===== src/rtl/iface_byte_tx.sv =====
// iface_byte_tx: FIFO-buffered byte transmitter with frame delimiting and idle gaps; IFACE_TX_PARITY_EN adds parity
module iface_byte_tx #(
  parameter int DEPTH = 4,
  parameter int IFG = 2
) (
  input  logic        clk,
  input  logic        rst,
  input  logic [7:0]  in_data,
  input  logic        in_last,
  input  logic        in_valid,
  output logic        in_ready,
  output logic [7:0]  out_data,
  output logic        out_last,
  output logic        out_valid,
  input  logic        out_ready,
  output logic [15:0] frame_count,
`ifdef IFACE_TX_PARITY_EN
  input  logic        in_parity_err_inject,
  output logic        out_parity,
`endif
  output logic        busy
);
  localparam int AW = $clog2(DEPTH);
  localparam int CW = AW + 1;
`ifdef IFACE_TX_PARITY_EN
  localparam int W = 10;
`else
  localparam int W = 9;
`endif
  typedef enum logic [1:0] {IDLE, SEND, GAP} state_t;
  state_t state, state_n;
  logic [W-1:0] mem [DEPTH];
  logic [W-1:0] head, entry;
  logic [AW-1:0] wp, rp;
  logic [CW-1:0] count, count_n;
  logic [3:0] gcnt, gcnt_n;
  logic push, pop;
  assign in_ready = count != CW'(DEPTH);
  assign push = in_valid && in_ready;
  assign pop = out_valid && out_ready;
  assign head = mem[rp];
  assign out_valid = state == SEND;
  assign out_data = out_valid ? head[7:0] : 8'd0;
  assign out_last = out_valid && head[8];
  assign busy = count != '0 || state == GAP;
  assign count_n = count + CW'(push) - CW'(pop);
`ifdef IFACE_TX_PARITY_EN
  assign entry = {^in_data ^ in_parity_err_inject, in_last, in_data};
  assign out_parity = out_valid && head[9];
`else
  assign entry = {in_last, in_data};
`endif
  // next state looks at count_n so a push into an empty FIFO enters SEND at that same edge
  always_comb begin
    state_n = state;
    gcnt_n = gcnt;
    if (state == GAP) begin
      gcnt_n = gcnt - 4'd1;
      if (gcnt == 4'd1) state_n = count_n != '0 ? SEND : IDLE;
    end else if (pop && out_last && IFG != 0) begin
      state_n = GAP;
      gcnt_n = 4'(IFG);
    end else state_n = count_n != '0 ? SEND : IDLE;
  end
  always_ff @(posedge clk) begin
    if (push) mem[wp] <= entry;
    if (rst) begin
      state <= IDLE;
      gcnt <= '0;
      wp <= '0;
      rp <= '0;
      count <= '0;
      frame_count <= '0;
    end else begin
      state <= state_n;
      gcnt <= gcnt_n;
      wp <= wp + AW'(push);
      rp <= rp + AW'(pop);
      count <= count_n;
      if (pop && out_last) frame_count <= frame_count + 16'd1;
    end
  end
endmodule


===== config.mk =====
export PLATFORM = sky130hd
export DESIGN_NAME = iface_byte_tx
export DESIGN_NICKNAME = d
export VERILOG_FILES = /design/src/rtl/iface_byte_tx.sv
export SDC_FILE = /design/constraint.sdc
export NUM_CORES = 1
export LEC_CHECK = 0
export CAP_MARGIN = 0
export CELL_PAD_IN_SITES_DETAIL_PLACEMENT = 0
export CELL_PAD_IN_SITES_GLOBAL_PLACEMENT = 2
export CORE_MARGIN = 4
export CORE_UTILIZATION = 36
export DETAILED_ROUTE_END_ITERATION = 7
export PLACE_DENSITY_LB_ADDON = 0.1
export SYNTH_ARGS = -nofsm -noshare
export SYNTH_HDL_FRONTEND = slang
export SYNTH_SLANG_ARGS = --single-unit

===== constraint.sdc =====
create_clock -name clk -period 2.9 [get_ports clk]
set_clock_uncertainty 0.15 [all_clocks]
set_input_delay 0.58 -clock clk [delete_from_list [all_inputs] [get_ports clk]]
set_output_delay 0.58 -clock clk [all_outputs]
set_load 0.02 [all_outputs]

== After elaboration in Yosys (flattened, before gate mapping) ==
Memory sizes are Yosys's and may differ from the RTL's. A register that Yosys moved wholly into a read port is not among the register bits.
Index checks and enable logic that the tools add are counted.

* Register bits after elaboration: 29
* Memories kept: 1
* Output and inout port bits: 28
* RAM bits: 36
* Input port bits: 13
* Word-level logic and storage cells: 36

{| class="wikitable"
|+ Memories
! name !! words !! bits a word !! rd ports !! clocked after Yosys merged registers in !! write ports !! line !! source
|-
| mem || 4 || 9 || 1 || 1 || 1 || 32 || <nowiki>logic [W-1:0] mem [DEPTH];</nowiki>
|}

* Equality and inequality tests: 5
* Mux-type cells: 10
* $add $sub $neg: 6
* Reductions and logical operators: 8

{| class="wikitable"
|+ Operators by type and width
! cell !! count
|-
| adder 16 x 1 -> 16 bit (second input constant) || 1
|-
| two-way mux 2 bit || 4
|-
| two-way mux 4 bit || 2
|-
| two-way mux 8 bit || 1
|-
| nonzero test 3 bit || 2
|-
| adder 2 x 1 -> 2 bit || 2
|-
| == test 4 x 1 -> 1 bit (second input constant) || 1
|-
| logical AND 1 bit || 4
|-
| subtractor 4 x 1 -> 4 bit (second input constant) || 1
|-
| adder 3 x 1 -> 3 bit || 1
|-
| two-way mux 1 bit || 3
|-
| != test 3 bit (second input constant) || 1
|-
| subtractor 3 x 1 -> 3 bit || 1
|-
| == test 2 x 1 -> 1 bit (second input constant) || 1
|-
| == test 2 bit (second input constant) || 1
|-
| != test 2 x 1 -> 1 bit (second input constant) || 1
|-
| nonzero test 2 bit || 1
|-
| logical OR 1 bit || 1
|}

== Depth between registers and ports, before layout ==
Gate-level depths: netlist (run 1).

* Word-level depth: 8
* Mapped depth: 10
* Depth with buffers taken out: 10

== Least setup slack after synthesis (run 1) ==
No wires, ideal clock.

* Path kind: input to register
* Start point: input port out_ready
* End point: register state[0]
* Setup slack: 281 ps
* Cell stages on the path: 10
* Arrival time: 2338 ps
* Required time: 2619 ps
* Library setup time: 131 ps
* Path buffers: 2
* Cell sequence: and3b_1 clkbuf_1 buf_2 xnor2_1 ha_1 fa_1 xnor2_1 xnor2_1 nor3_1 nor3_1

* Longest elaborated chain between the ends: 6
* Elaborated cells between the ends (all ways): 8
* Those cells by class: add/sub: 1; mux: 4; reduce/logical: 3

{| class="wikitable"
|+ Ends and longest elaborated chain
! what !! line !! source
|-
| from (decl) || 15 || <nowiki>input logic out_ready,</nowiki>
|-
| logical AND 1 bit (*) || 40 || <nowiki>assign pop = out_valid && out_ready;</nowiki>
|-
| subtractor 3 x 1 -> 3 bit || 46 || <nowiki>assign count_n = count + CW'(push) - CW'(pop);</nowiki>
|-
| nonzero test 3 bit || 59, 63 ||
|-
| two-way mux 1 bit || 59, 63 ||
|-
| two-way mux 2 bit, on equally long branches || 60, 59 ||
|-
| two-way mux 2 bit (*) || 57 || <nowiki>if (state == GAP) begin</nowiki>
|-
| to (signal assigned) || 75 || <nowiki>state <= state_n;</nowiki>
|-
| to (decl) || 31 || <nowiki>state_t state, state_n;</nowiki>
|}

Mark *: on every way between the ends. The rest lies on a longest branch, timed or not. The select of a mux whose other input is x is not followed.
A chain may end at the register's enable or synchronous reset.

==> impl_metrics.json, run 1 <==
{
  "yosysSeqAreaShare": 0.607,
  "syn_inst": 212,
  "fin_area_um2": 3490,
  "met1_length_um": 2490,
  "synth_top_flop_cell": "edfxtp_1",
  "num_rows": 31,
  "synthArstFlopShare": 0,
  "grt.overflow.total": 0,
  "grt.total_usage": 0.129,
  "hold_violations": 0,
  "postSynthAreaPerCell_um2": 12.9,
  "clockRootBuffer": "clkbuf_8",
  "cts_buffers": 9,
  "ir_worst_vdd_mv": 0.466,
  "fin_nets": 284,
  "dp_hpwl_um": 3650,
  "fin_setup_tns_ns": 0,
  "synth_compound_area_frac": 0.0416,
  "period_needed_ns": 2.77,
  "cts_tree": "built",
  "synth_area_leaders": "edfxtp_1 39%, dfxtp_1 21%, mux4_2 7.4%",
  "synth_area_um2": 2740,
  "slew_headroom": 0.644,
  "min-delay-path-class": "reg -> reg",
  "routed_wl_um": 5320,
  "power_density_nw_per_um2": 752,
  "slew_violations": 0,
  "clkSinkCount": 65,
  "max_freq_ghz": 0.361,
  "synth_enable_flop_cells": 36,
  "end_kind": "primary output",
  "wire_per_inst_um": 14.4,
  "ant_nets": 0,
  "p_leak_nw": 1.21,
  "drive_gt1_frac": 0.148,
  "gp_congestion": 0.703,
  "yosysTopAreaCell": "edfxtp_1",
  "cp_max_fo": 5,
  "die_h_um": 95.2,
  "clk_pin_slew_ns": 0.07,
  "synth_mux_area_frac": 0.0782,
  "placed_cell_area_um2": 3300,
  "top_layer_used": "met4",
  "synth_xor_area_frac": 0.0416,
  "via_count": 1732,
  "synth_top_cell_area_share": 0.395,
  "yosys_warnings": 0,
  "diodes": 0,
  "synth_top_family_by_area": "simple AND/OR/NAND/NOR gates",
  "final.period_utilization": 0.956,
  "port_buffers": 40,
  "grt_pass1_vias": 1751,
  "synth_seq_cells": 65,
  "hold_buffers": 0,
  "htreeDepth": 3,
  "synth_fa_ha_area_frac": 0.0302,
  "worstPathArrival_ns": 2.04,
  "clock_tree.buffer_depth": 2,
  "yosys.area_share.simple": 0.176,
  "synth_nets": 231,
  "start_util": 0.373,
  "rsz0062_at_grt": "no",
  "ys_types": 35,
  "finalSetupViolations": 0,
  "route.met2.wl_um": 2530,
  "cts_setup_buffers": 0,
  "startpoint_type": "register",
  "via_per_inst": 4.69,
  "first_pass_iters": 4,
  "worstSetupPathType": "reg -> out",
  "dp_slack_ns": 0.180,
  "antenna_found_initial": 0,
  "outcome": "completed",
  "wl_met3_um": 238,
  "die_area_um2": 9060,
  "tightest_slew_ns": 0.532,
  "coreArea_um2": 7330,
  "route.detailed.drc": 0,
  "worst_slack_ns": 0.128,
  "grt_pass1_wl_um": 8750,
  "pin_count": 41,
  "cap_viol_max_count": 0,
  "grt_start_max_net_pins": 18,
  "clk_latency_ns": 0.33,
  "syn2layout_area_growth_pct": 27.4,
  "worstPathRequired_ns": 2.17,
  "die_w_um": 95.2,
  "initialDrtViolationCount": 90
}
-- worst paths after layout --
| kind | cells past startpoint | endpoint | slack (ns) | start |
|---|---|---|---|---|
| setup / recovery | 4 | out_data[1] | 0.13 | rp[0] |
| hold / removal | 2 | gcnt[3] | 0.34 | gcnt[3] |
| setup reg to reg | 10 | state[0] | 0.80 | count[0] |
| hold reg to reg | 2 | gcnt[3] | 0.34 | gcnt[3] |
-- state kept, by name, indices dropped and copies added (netlist names) --
signal	count
mem	36
frame_count	16
gcnt	4
count	3
rp	2
state	2
wp	2
-- area by class of cell --
type,count,area [um2]
fillers,676,3840
flip-flops and latches,65,1660
multi-input cells,132,1010
repair buffers,51,484
clock buffers,12,145
well taps,99,124
clock inverters,4,43.8
inverters,6,22.5
-- cells by family after synthesis --
logic type | after synthesis
XOR/XNOR | 13
multiplexers | 10
buffers and inverters | 15
AND/OR/NAND/NOR | 83
flip-flops | 65
AO/OA/AOI/OAI | 20
adder cells (fa/ha/maj) | 6
-- synthesized netlist by cell type, types with 4 or more instances --
library cell / number
xnor2_1: 5
xor2_1: 8
inv_1: 6
o21ai_0: 4
nand2_1: 11
o31ai_1: 4
nand3_1: 7
mux4_2: 9
edfxtp_1: 36
nand4_1: 6
clkbuf_1: 5
dfxtp_1: 29
a21oi_1: 11
ha_1: 5
nor2b_1: 16
nor2_1: 14
or4_1: 5
-- placed cells by master, fill, tap and decap left out, types with 3 or more instances in the layout --
| master | instances |
|---|---|
| and3_1 | 3 |
| edfxtp_1 | 36 |
| nor3_1 | 3 |
| clkdlybuf4s50_1 | 35 |
| xnor2_1 | 5 |
| xor2_1 | 8 |
| dlygate4sd2_1 | 3 |
| clkbuf_8 | 10 |
| buf_4 | 11 |
| nor2_1 | 14 |
| nand4_1 | 6 |
| a21oi_1 | 11 |
| mux4_2 | 9 |
| nand3_1 | 7 |
| o21ai_0 | 4 |
| or4_1 | 5 |
| nand2_1 | 11 |
| ha_1 | 5 |
| or3_1 | 3 |
| o31ai_1 | 4 |
| inv_1 | 6 |
| dfxtp_1 | 28 |
| nor3b_1 | 3 |
| nor2b_1 | 16 |
-- critical path: stages (launching register included) --
cell             delay, ns
dfxtp_2               0.39
buf_4                 0.16
mux4_2                0.48
nor2b_1               0.14
clkdlybuf4s50_1       0.55
-- metrics by stage --
step / utilization / hold WS (ns) / std cells / power (mW)
6_report: 0.476 / 0.336 / 369 / 2.62
5_1_grt: 0.476 / 0.367 / 369 / 2.79
4_1_cts: 0.475 / 0.339 / 369 / 2.67
3_5_place_dp: 0.450 / 0.326 / 353 / 1.93
3_3_place_gp: 0.450 / 0.317 / 353 / 1.93
2_1_floorplan: - / 0.302 / 212 / 1.64
-- what timing repair did --
item	in CTS	in global routing
setup endpoints to repair	8	2
gates cloned	0	0
resized for setup	4	2
-- power by group --
group	internal (mW)	leakage, nW	switching [mW]	total, mW
clock	0.415	0.0978	0.327	0.743
combinational	0.360	0.549	0.377	0.737
sequential	1.09	0.566	0.0585	1.14
-- layer usage --
metal | up-vias | global-route usage
met5 | - | 0
met4 | 0 | 0.0433
met3 | 7 | 0.0497
met2 | 30 | 0.205
met1 | 815 | 0.161
li1 | 880 | -
Power figures use the tool's default switching activity.
==> run 2, diff against run 1 <==
--- a/config.mk
+++ b/config.mk
@@ -11,6 +11,7 @@
 export CORE_MARGIN = 4
 export CORE_UTILIZATION = 36
 export DETAILED_ROUTE_END_ITERATION = 7
+export GPL_ROUTABILITY_DRIVEN = 0
 export PLACE_DENSITY_LB_ADDON = 0.1
 export SYNTH_ARGS = -nofsm -noshare
 export SYNTH_HDL_FRONTEND = slang
==> results of run 2 <==
The final DEF is identical to that of run 1; final timing and power are the same.
